===== config.mk =====
export PLATFORM = sky130hd
export DESIGN_NAME = alu_exception_unit_flat
export DESIGN_NICKNAME = d
export VERILOG_FILES = /design/src/rtl/alu_exception_unit_pkg.sv /design/src/rtl/alu_exception_unit_if.sv /design/src/rtl/alu_exception_unit_sat_counter.sv /design/src/rtl/alu_exception_unit.sv /design/src/flat_wrapper.sv
export SDC_FILE = /design/constraint.sdc
export NUM_CORES = 1
export LEC_CHECK = 0
export CORE_UTILIZATION = 35
export DETAILED_ROUTE_END_ITERATION = 7
export GPL_TIMING_DRIVEN = 0
export PLACE_DENSITY = 0.74
export SLEW_MARGIN = 40
export SYNTH_ARGS = -nofsm -noshare
export SYNTH_HDL_FRONTEND = slang
export SYNTH_SLANG_ARGS = --single-unit

===== constraint.sdc =====
create_clock -name clk -period 3.83 [get_ports clk]
set_clock_uncertainty 0.1 [all_clocks]
set_input_delay 0.766 -clock clk [delete_from_list [all_inputs] [get_ports clk]]
set_output_delay 0.766 -clock clk [all_outputs]
set_load 0.02 [all_outputs]

===== src/rtl/alu_exception_unit_pkg.sv =====
// Shared definitions for the execute-stage exception unit, the ALU and the decoder.
// Latency: n/a (types, constants and one combinational helper only).
// Backpressure: n/a.
//
// Contents: FSM state encoding, exception cause codes, ALU_status bit indices,
// and the prioritised exception-detect helper.
package alu_exception_unit_pkg;

  typedef enum logic [2:0] {
    S_IDLE     = 3'd0,
    S_FLUSH    = 3'd1,
    S_REDIRECT = 3'd2,
    S_HANDLER  = 3'd3,
    S_RETURN   = 3'd4
  } exc_state_t;

  localparam logic [4:0] CAUSE_ADEL = 5'd4;
  localparam logic [4:0] CAUSE_ADES = 5'd5;
  localparam logic [4:0] CAUSE_OV   = 5'd12;

  // ALU_status bit positions; [2:0] are reserved and always zero
  localparam int STAT_ZERO  = 7;
  localparam int STAT_WIDE  = 6;
  localparam int STAT_OV    = 5;
  localparam int STAT_NEG   = 4;
  localparam int STAT_MISAL = 3;

  typedef struct packed {
    logic       hit;
    logic       addr_err;
    logic [4:0] code;
  } exc_det_t;

  // Address errors outrank overflow, and a load outranks a store.
  function automatic exc_det_t detect_exc(input logic mem_load, input logic mem_store,
                                          input logic ov_trap_en, input logic misal,
                                          input logic ov);
    exc_det_t d;
    d = '0;
    if (mem_load && misal) begin
      d.hit = 1'b1; d.addr_err = 1'b1; d.code = CAUSE_ADEL;
    end else if (mem_store && misal) begin
      d.hit = 1'b1; d.addr_err = 1'b1; d.code = CAUSE_ADES;
    end else if (ov_trap_en && ov) begin
      d.hit = 1'b1; d.code = CAUSE_OV;
    end
    return d;
  endfunction

endpackage


===== src/rtl/alu_exception_unit_if.sv =====
// Bundle between execute/fetch and the exception unit.
// Latency: n/a (wires only).
// Backpressure: redirect_valid/redirect_pc are held until redirect_ready.
//
// master: the pipeline side (drives ALU result/status, ERET, redirect_ready).
// slave : the exception unit (drives flags, sticky, flush/stall, redirect, EPC/Cause/BadVAddr, count).
interface alu_exception_unit_if #(
  parameter int CNT_W = 16
);
  logic             ex_valid;
  logic [31:0]      ex_pc;
  logic             ov_trap_en;
  logic             mem_load;
  logic             mem_store;
  logic [31:0]      ALU_result;
  logic [7:0]       ALU_status;
  logic             eret_valid;
  logic             flags_clr;
  logic             redirect_ready;

  logic [4:0]       flags;
  logic [1:0]       sticky;
  logic             exc_flush;
  logic             ex_stall;
  logic             redirect_valid;
  logic [31:0]      redirect_pc;
  logic [31:0]      epc;
  logic [31:0]      badvaddr;
  logic [4:0]       cause;
  logic [CNT_W-1:0] exc_count;

  modport master (
    output ex_valid, ex_pc, ov_trap_en, mem_load, mem_store, ALU_result, ALU_status,
           eret_valid, flags_clr, redirect_ready,
    input  flags, sticky, exc_flush, ex_stall, redirect_valid, redirect_pc,
           epc, badvaddr, cause, exc_count
  );

  modport slave (
    input  ex_valid, ex_pc, ov_trap_en, mem_load, mem_store, ALU_result, ALU_status,
           eret_valid, flags_clr, redirect_ready,
    output flags, sticky, exc_flush, ex_stall, redirect_valid, redirect_pc,
           epc, badvaddr, cause, exc_count
  );

endinterface


===== src/rtl/alu_exception_unit_sat_counter.sv =====
// Saturating up-counter: sticks at all-ones instead of wrapping.
// Latency: count_o reflects inc_i one clock later.
// Backpressure: none.
//
// Ports: clk, reset (sync, active-high), inc_i (increment request), count_o (value).
module alu_exception_unit_sat_counter #(
  parameter int W = 16
) (
  input  logic         clk,
  input  logic         reset,
  input  logic         inc_i,
  output logic [W-1:0] count_o
);

  localparam logic [W-1:0] ONE = W'(1);

  logic [W-1:0] count_q, count_d;

  always_comb begin
    count_d = count_q;
    if (inc_i && (count_q != '1)) count_d = count_q + ONE;
  end

  always_ff @(posedge clk) begin
    if (reset) count_q <= '0;
    else       count_q <= count_d;
  end

  assign count_o = count_q;

endmodule


===== src/rtl/alu_exception_unit.sv =====
// Turns ALU status into flags/sticky/EPC/Cause/BadVAddr and sequences exception entry and ERET.
// Latency: detect at edge N -> flush in cycle N+1 -> redirect from N+2; flags/sticky one clock.
// Backpressure: redirect held stable until redirect_ready; ex_stall high in FLUSH/REDIRECT/RETURN.
//
// Ports: clk, reset (sync, active-high), bus (alu_exception_unit_if.slave) carrying the
// execute-stage op, ERET, flag clear, redirect handshake and all architectural outputs.
module alu_exception_unit
  import alu_exception_unit_pkg::*;
#(
  parameter logic [31:0] EXC_VECTOR = 32'h80000180,
  parameter int          CNT_W      = 16
) (
  input logic                 clk,
  input logic                 reset,
  alu_exception_unit_if.slave bus
);

  exc_state_t  state_q, state_d;
  exc_det_t    det;
  logic        take_exc;
  logic        op_vld;
  logic        stall;
  logic [4:0]  flags_q, flags_d;
  logic [1:0]  sticky_q, sticky_d;
  logic [31:0] epc_q, epc_d;
  logic [31:0] badvaddr_q, badvaddr_d;
  logic [4:0]  cause_q, cause_d;
  logic        unused_status;

  assign unused_status = ^bus.ALU_status[2:0];

  assign det = detect_exc(bus.mem_load, bus.mem_store, bus.ov_trap_en,
                          bus.ALU_status[STAT_MISAL], bus.ALU_status[STAT_OV]);

  // Exceptions are only recognised in IDLE; HANDLER masks them.
  assign take_exc = (state_q == S_IDLE) && bus.ex_valid && det.hit;
  // A stalled op is replayed later, so it must not touch flags or sticky now.
  assign op_vld   = bus.ex_valid && !stall;

  // ---- FSM: state register ----
  always_ff @(posedge clk) begin
    if (reset) state_q <= S_IDLE;
    else       state_q <= state_d;
  end

  // ---- FSM: next state ----
  always_comb begin
    state_d = state_q;
    unique case (state_q)
      S_IDLE:     if (take_exc)           state_d = S_FLUSH;
      S_FLUSH:                            state_d = S_REDIRECT;
      S_REDIRECT: if (bus.redirect_ready) state_d = S_HANDLER;
      S_HANDLER:  if (bus.eret_valid)     state_d = S_RETURN;
      S_RETURN:   if (bus.redirect_ready) state_d = S_IDLE;
      default:                            state_d = S_IDLE;
    endcase
  end

  // ---- FSM: outputs (pure function of state, so stable while waiting for ready) ----
  always_comb begin
    stall              = 1'b0;
    bus.exc_flush      = 1'b0;
    bus.redirect_valid = 1'b0;
    bus.redirect_pc    = EXC_VECTOR;
    unique case (state_q)
      S_FLUSH: begin
        stall         = 1'b1;
        bus.exc_flush = 1'b1;
      end
      S_REDIRECT: begin
        stall              = 1'b1;
        bus.redirect_valid = 1'b1;
      end
      S_RETURN: begin
        stall              = 1'b1;
        bus.redirect_valid = 1'b1;
        bus.redirect_pc    = epc_q;
      end
      default: ;
    endcase
  end

  assign bus.ex_stall = stall;

  // ---- architectural state ----
  always_comb begin
    flags_d    = flags_q;
    // clear first, then OR in this cycle's events so a simultaneous set survives
    sticky_d   = bus.flags_clr ? 2'b00 : sticky_q;
    epc_d      = epc_q;
    cause_d    = cause_q;
    badvaddr_d = badvaddr_q;
    if (op_vld) begin
      flags_d  = {bus.ALU_status[STAT_ZERO], bus.ALU_status[STAT_NEG], bus.ALU_status[STAT_OV],
                  bus.ALU_status[STAT_WIDE], bus.ALU_status[STAT_MISAL]};
      sticky_d = sticky_d | {bus.ALU_status[STAT_OV], bus.ALU_status[STAT_MISAL]};
    end
    if (take_exc) begin
      epc_d   = bus.ex_pc;
      cause_d = det.code;
      if (det.addr_err) badvaddr_d = bus.ALU_result;
    end
  end

  always_ff @(posedge clk) begin
    if (reset) begin
      flags_q    <= '0;
      sticky_q   <= '0;
      epc_q      <= '0;
      cause_q    <= '0;
      badvaddr_q <= '0;
    end else begin
      flags_q    <= flags_d;
      sticky_q   <= sticky_d;
      epc_q      <= epc_d;
      cause_q    <= cause_d;
      badvaddr_q <= badvaddr_d;
    end
  end

  assign bus.flags    = flags_q;
  assign bus.sticky   = sticky_q;
  assign bus.epc      = epc_q;
  assign bus.cause    = cause_q;
  assign bus.badvaddr = badvaddr_q;

  alu_exception_unit_sat_counter #(.W(CNT_W)) u_exc_cnt (
    .clk     (clk),
    .reset   (reset),
    .inc_i   (take_exc),
    .count_o (bus.exc_count)
  );

endmodule


===== src/flat_wrapper.sv =====
// flat-port wrapper written by rule: the top's interface ports become plain ports
module alu_exception_unit_flat import alu_exception_unit_pkg::*;
#(
  parameter logic [31:0] EXC_VECTOR = 32'h80000180,
  parameter int          CNT_W      = 16
)
  (clk, reset, bus_ex_valid, bus_ex_pc, bus_ov_trap_en, bus_mem_load, bus_mem_store, bus_ALU_result, bus_ALU_status, bus_eret_valid, bus_flags_clr, bus_redirect_ready, bus_flags, bus_sticky, bus_exc_flush, bus_ex_stall, bus_redirect_valid, bus_redirect_pc, bus_epc, bus_badvaddr, bus_cause, bus_exc_count);
  alu_exception_unit_if #(.CNT_W(CNT_W)) bus_i ();
  input logic clk;
  input logic reset;
  input wire logic [$bits(bus_i.ex_valid)-1:0] bus_ex_valid;
  input wire logic [$bits(bus_i.ex_pc)-1:0] bus_ex_pc;
  input wire logic [$bits(bus_i.ov_trap_en)-1:0] bus_ov_trap_en;
  input wire logic [$bits(bus_i.mem_load)-1:0] bus_mem_load;
  input wire logic [$bits(bus_i.mem_store)-1:0] bus_mem_store;
  input wire logic [$bits(bus_i.ALU_result)-1:0] bus_ALU_result;
  input wire logic [$bits(bus_i.ALU_status)-1:0] bus_ALU_status;
  input wire logic [$bits(bus_i.eret_valid)-1:0] bus_eret_valid;
  input wire logic [$bits(bus_i.flags_clr)-1:0] bus_flags_clr;
  input wire logic [$bits(bus_i.redirect_ready)-1:0] bus_redirect_ready;
  output wire logic [$bits(bus_i.flags)-1:0] bus_flags;
  output wire logic [$bits(bus_i.sticky)-1:0] bus_sticky;
  output wire logic [$bits(bus_i.exc_flush)-1:0] bus_exc_flush;
  output wire logic [$bits(bus_i.ex_stall)-1:0] bus_ex_stall;
  output wire logic [$bits(bus_i.redirect_valid)-1:0] bus_redirect_valid;
  output wire logic [$bits(bus_i.redirect_pc)-1:0] bus_redirect_pc;
  output wire logic [$bits(bus_i.epc)-1:0] bus_epc;
  output wire logic [$bits(bus_i.badvaddr)-1:0] bus_badvaddr;
  output wire logic [$bits(bus_i.cause)-1:0] bus_cause;
  output wire logic [$bits(bus_i.exc_count)-1:0] bus_exc_count;
  assign bus_i.ex_valid = bus_ex_valid;
  assign bus_i.ex_pc = bus_ex_pc;
  assign bus_i.ov_trap_en = bus_ov_trap_en;
  assign bus_i.mem_load = bus_mem_load;
  assign bus_i.mem_store = bus_mem_store;
  assign bus_i.ALU_result = bus_ALU_result;
  assign bus_i.ALU_status = bus_ALU_status;
  assign bus_i.eret_valid = bus_eret_valid;
  assign bus_i.flags_clr = bus_flags_clr;
  assign bus_i.redirect_ready = bus_redirect_ready;
  assign bus_flags = bus_i.flags;
  assign bus_sticky = bus_i.sticky;
  assign bus_exc_flush = bus_i.exc_flush;
  assign bus_ex_stall = bus_i.ex_stall;
  assign bus_redirect_valid = bus_i.redirect_valid;
  assign bus_redirect_pc = bus_i.redirect_pc;
  assign bus_epc = bus_i.epc;
  assign bus_badvaddr = bus_i.badvaddr;
  assign bus_cause = bus_i.cause;
  assign bus_exc_count = bus_i.exc_count;
  alu_exception_unit #(.EXC_VECTOR(EXC_VECTOR), .CNT_W(CNT_W)) u_core (.clk(clk), .reset(reset), .bus(bus_i));
endmodule

==> metrics.md <==
| Metric | Value |
|---|---|
| Critical Path AT | 3.43 ns |
| Initial antenna violation count | 0 |
| Routed length on met3 | around 580 um |
| Slew Viols, Final | 0 |
| N_diodes | 0 |
| Grt total ovfl | 0 |
| Dpl cell area | 5900 um2 |
| Post-synthesis compound-gate area fraction | a little under an eighth |
| I/O pin count | around 210 |
| DR vias | 4061 |
| Final setup viols | 0 |
| Post-CTS setup buffer count | 0 |
| Worst-Skew Late Latency | ~0.35 ns |
| Die area | 11000 um2 |
| Fraction of the mapped netlist area in simple logic gates | 29.6% |
| Final Hold Vio Count | 0 |
| Measured slew at the worst slew-check pin | 0.653 ns |
| Global Route Usage Sum | between 20% and 30% |
| Post-Syn Area | approximately 3700 um2 |
| Hold Path Stages | 2 |
| CTS tree | yes |
| Finished Layout Cells | 831 |
| Register area share after synthesis | around 50% |
| CTS resizes | 0 |
| Worst vdd ir | 0.168 mV |
| Synth top area cells | dfxtp_1 (50%), nand2_1 (15%), a21oi_1 (10%) |
| Min-Delay Startpoint | u_core.bus.badvaddr[23] |
| ANT nets after route | 0 |
| TritonRoute pass-1 iters | 6 |
| Area grow syn2layout | 63.6% |
| Cells after Synth | 477 |
| GP Congestion | 0.858 |
| Worst-path clk slew | 0.09 ns |
| Syn_area_per_cell | 7.79 um2 |
| Highest routed metal layer | met4 |
| Max FO, Critical Path | 10 |
| Pre-CTS setup slack | 0.198 ns |
| Fin crit period | between 3 and 4 ns |
| Initial Util | 36.0% |
| Internal reg-to-reg setup slack | 1.20 ns |
| Post-synthesis xor/xnor area fraction | 3.30% |
| RSZ-0062 raised after global routing | no |
| Synth top area share | between 50% and 60% |
| Top_reg_cell synth | dfxtp_1 |
| Outcome | completed |
| Most frequent cells in the layout | clkdlybuf4s50_1 (201), nand2_1 (145), dfxtp_1 (93), a21oi_1 (76), clkbuf_1 (33) |
| # port buffers | 201 |
| Final period utilization | 84.9% |
| Seq cells post-synth | 93 |
| Critical Path RT | 4.01 ns |
| Vias in the first global route | 3902 |
| Wire length on met1 | about 5300 um |
| Most common cell after layout, fill and taps aside | clkdlybuf4s50_1 |
| Final Cell Area | 6080 um2 |
| FF-to-FF End | u_core.bus.epc[8] |
| Crit path kind | input pin to flop |
| Slew Limit Headroom | between 50% and 60% |
| Share of cells above drive strength 1 | 3.31% |
| Num CTS Buffers | 9 |
| First-pass GRT wire length | 18900 um |
| Pwr dens | roughly 340 nW/um2 |
| Adder-cell share of the synthesized area | 0.337% |
| Root cell of the clock tree | clkbuf_8 |
| Met2 wire len | ~6000 um |
| Synth cell types | 32 |
| Max clock buf depth | 2 |
| Max-cap viol count | 0 |
| Final Power | just over 2 mW |
| Reg2Reg Depth | 8 |
| Worst hold margin | roughly 0.36 ns |
| Setup TNS | 0 ns |
| Layout Utilization | about three fifths |
| Final net count | 772 |
| Post-DP HPWL | 9130 um |
| Hold endpoint | u_core.bus.badvaddr[23] |
| Placed cell count | 815 |
| Worst Slack Setup Final | around 0.58 ns |
| Largest family of logic cells by synthesized area | simple AND/OR/NAND/NOR gates |
| Die X | 105 um |
| Post-synth EDFFs | 0 |
| CP Launch Type | input pin |
| Die Ht | 105 um |
| Vias per Instance | 4.89 |
| Hold_buf cts | 0 |
| CTS H-tree lvls | 3 |
| Core Rows | 37 |
| Sink Count | 93 |
| WL/cell | roughly 14 um |
| Iteration-0 DRC Markers | 150 |
| Synth async-reset ratio | 0% |
| Final WL | 12000 um |
| Largest net degree at the start of global routing | 17 |
| Peak Freq | 307 MHz |
| Reg-to-Reg Start | u_core.state_q[1] |
| Synth area leader | dfxtp_1 |
| DR DRC count | 0 |
| CORE AREA | 10300 um2 |
| Setup crit end kind | flop |
| Cell leakage power | ~2.2 nW |
| Hold crit path type | flop to flop |
| Synth Warn # | 0 |
| Mux share of post-synthesis cell area | 0.539% |
-- cell families (layout without fill, tap and decap cells) --
family | count (synthesis) | after routing
other cells | 1 | 2
buf+inv | 37 | 254
flops | 93 | 93
compound gates | 85 | 85
fa+ha+maj | 1 | 1
simple gates | 244 | 244
mux | 2 | 2
xor+xnor | 14 | 14
-- sequential cells by signal (all words and copies together) (netlist names) --
register and cells:
u_core.bus.badvaddr 32, u_core.bus.cause 3, u_core.bus.epc 32, u_core.bus.flags 5
u_core.bus.sticky 2, u_core.state_q 3, u_core.u_exc_cnt.count_o 16
-- final cells by class --
type / instances / area, um2
Timing Repair Buffer: 201 / 2010
Fill cell: 949 / 4250
Buffer: 36 / 150
Sequential cell: 93 / 1860
Inverter: 1 / 3.75
Clock buffer: 9 / 124
Multi-Input combinational cell: 348 / 1710
Tap cell: 136 / 170
Clock inverter: 7 / 50.0
-- cell usage after synthesis (2+ instances only) --
| cell type | n |
|---|---|
| nand4_1 | 6 |
| and3_1 | 32 |
| buf_4 | 2 |
| nand2b_1 | 7 |
| nor4_1 | 7 |
| nor3b_1 | 2 |
| xnor2_1 | 12 |
| xor2_1 | 2 |
| nand3_1 | 7 |
| o21ai_0 | 3 |
| a21oi_1 | 77 |
| clkbuf_1 | 33 |
| mux2i_1 | 2 |
| nor3_1 | 7 |
| dfxtp_1 | 93 |
| nor2_1 | 24 |
| or2_2 | 2 |
| nand2_1 | 145 |
-- worst max path at each step --
stage | from | to | slack [ns] | cells past startpoint
2_1_floorplan | bus_ex_valid | u_core.u_exc_cnt.count_o[15] | 1.31 | 5
3_3_place_gp | bus_mem_store | u_core.bus.epc[8] | 0.30 | 8
3_5_place_dp | bus_mem_store | u_core.bus.epc[8] | 0.20 | 8
4_1_cts | bus_mem_store | u_core.bus.epc[8] | 0.57 | 8
5_1_grt | bus_mem_store | u_core.bus.epc[24] | 0.33 | 8
6_report | bus_mem_store | u_core.bus.epc[8] | 0.58 | 8
-- power breakdown --
group          switching [mW]  internal (mW)  total (mW)  leakage (nW)
clock                   0.354          0.240       0.593        0.0937
sequential             0.0330           1.01        1.05         0.757
combinational           0.208          0.195       0.404          1.35
total                   0.595           1.45        2.04          2.20
-- worst max-delay path, cell delays in order --
cell             delay [ns]
clkdlybuf4s50_1        0.42
o21ai_0                0.47
a21o_1                 0.23
clkbuf_1               0.34
clkbuf_1               0.49
clkbuf_1               0.43
nand2_1                0.11
a21oi_1                0.17
-- layer usage --
layer | vias up | track usage (%)
li1 | 2005 | -
met1 | 1908 | 26.8
met2 | 133 | 36.9
met3 | 15 | 3.49
met4 | 0 | 8.05
met5 | - | 0
Note: power is estimated with default switching activity, not from simulation.
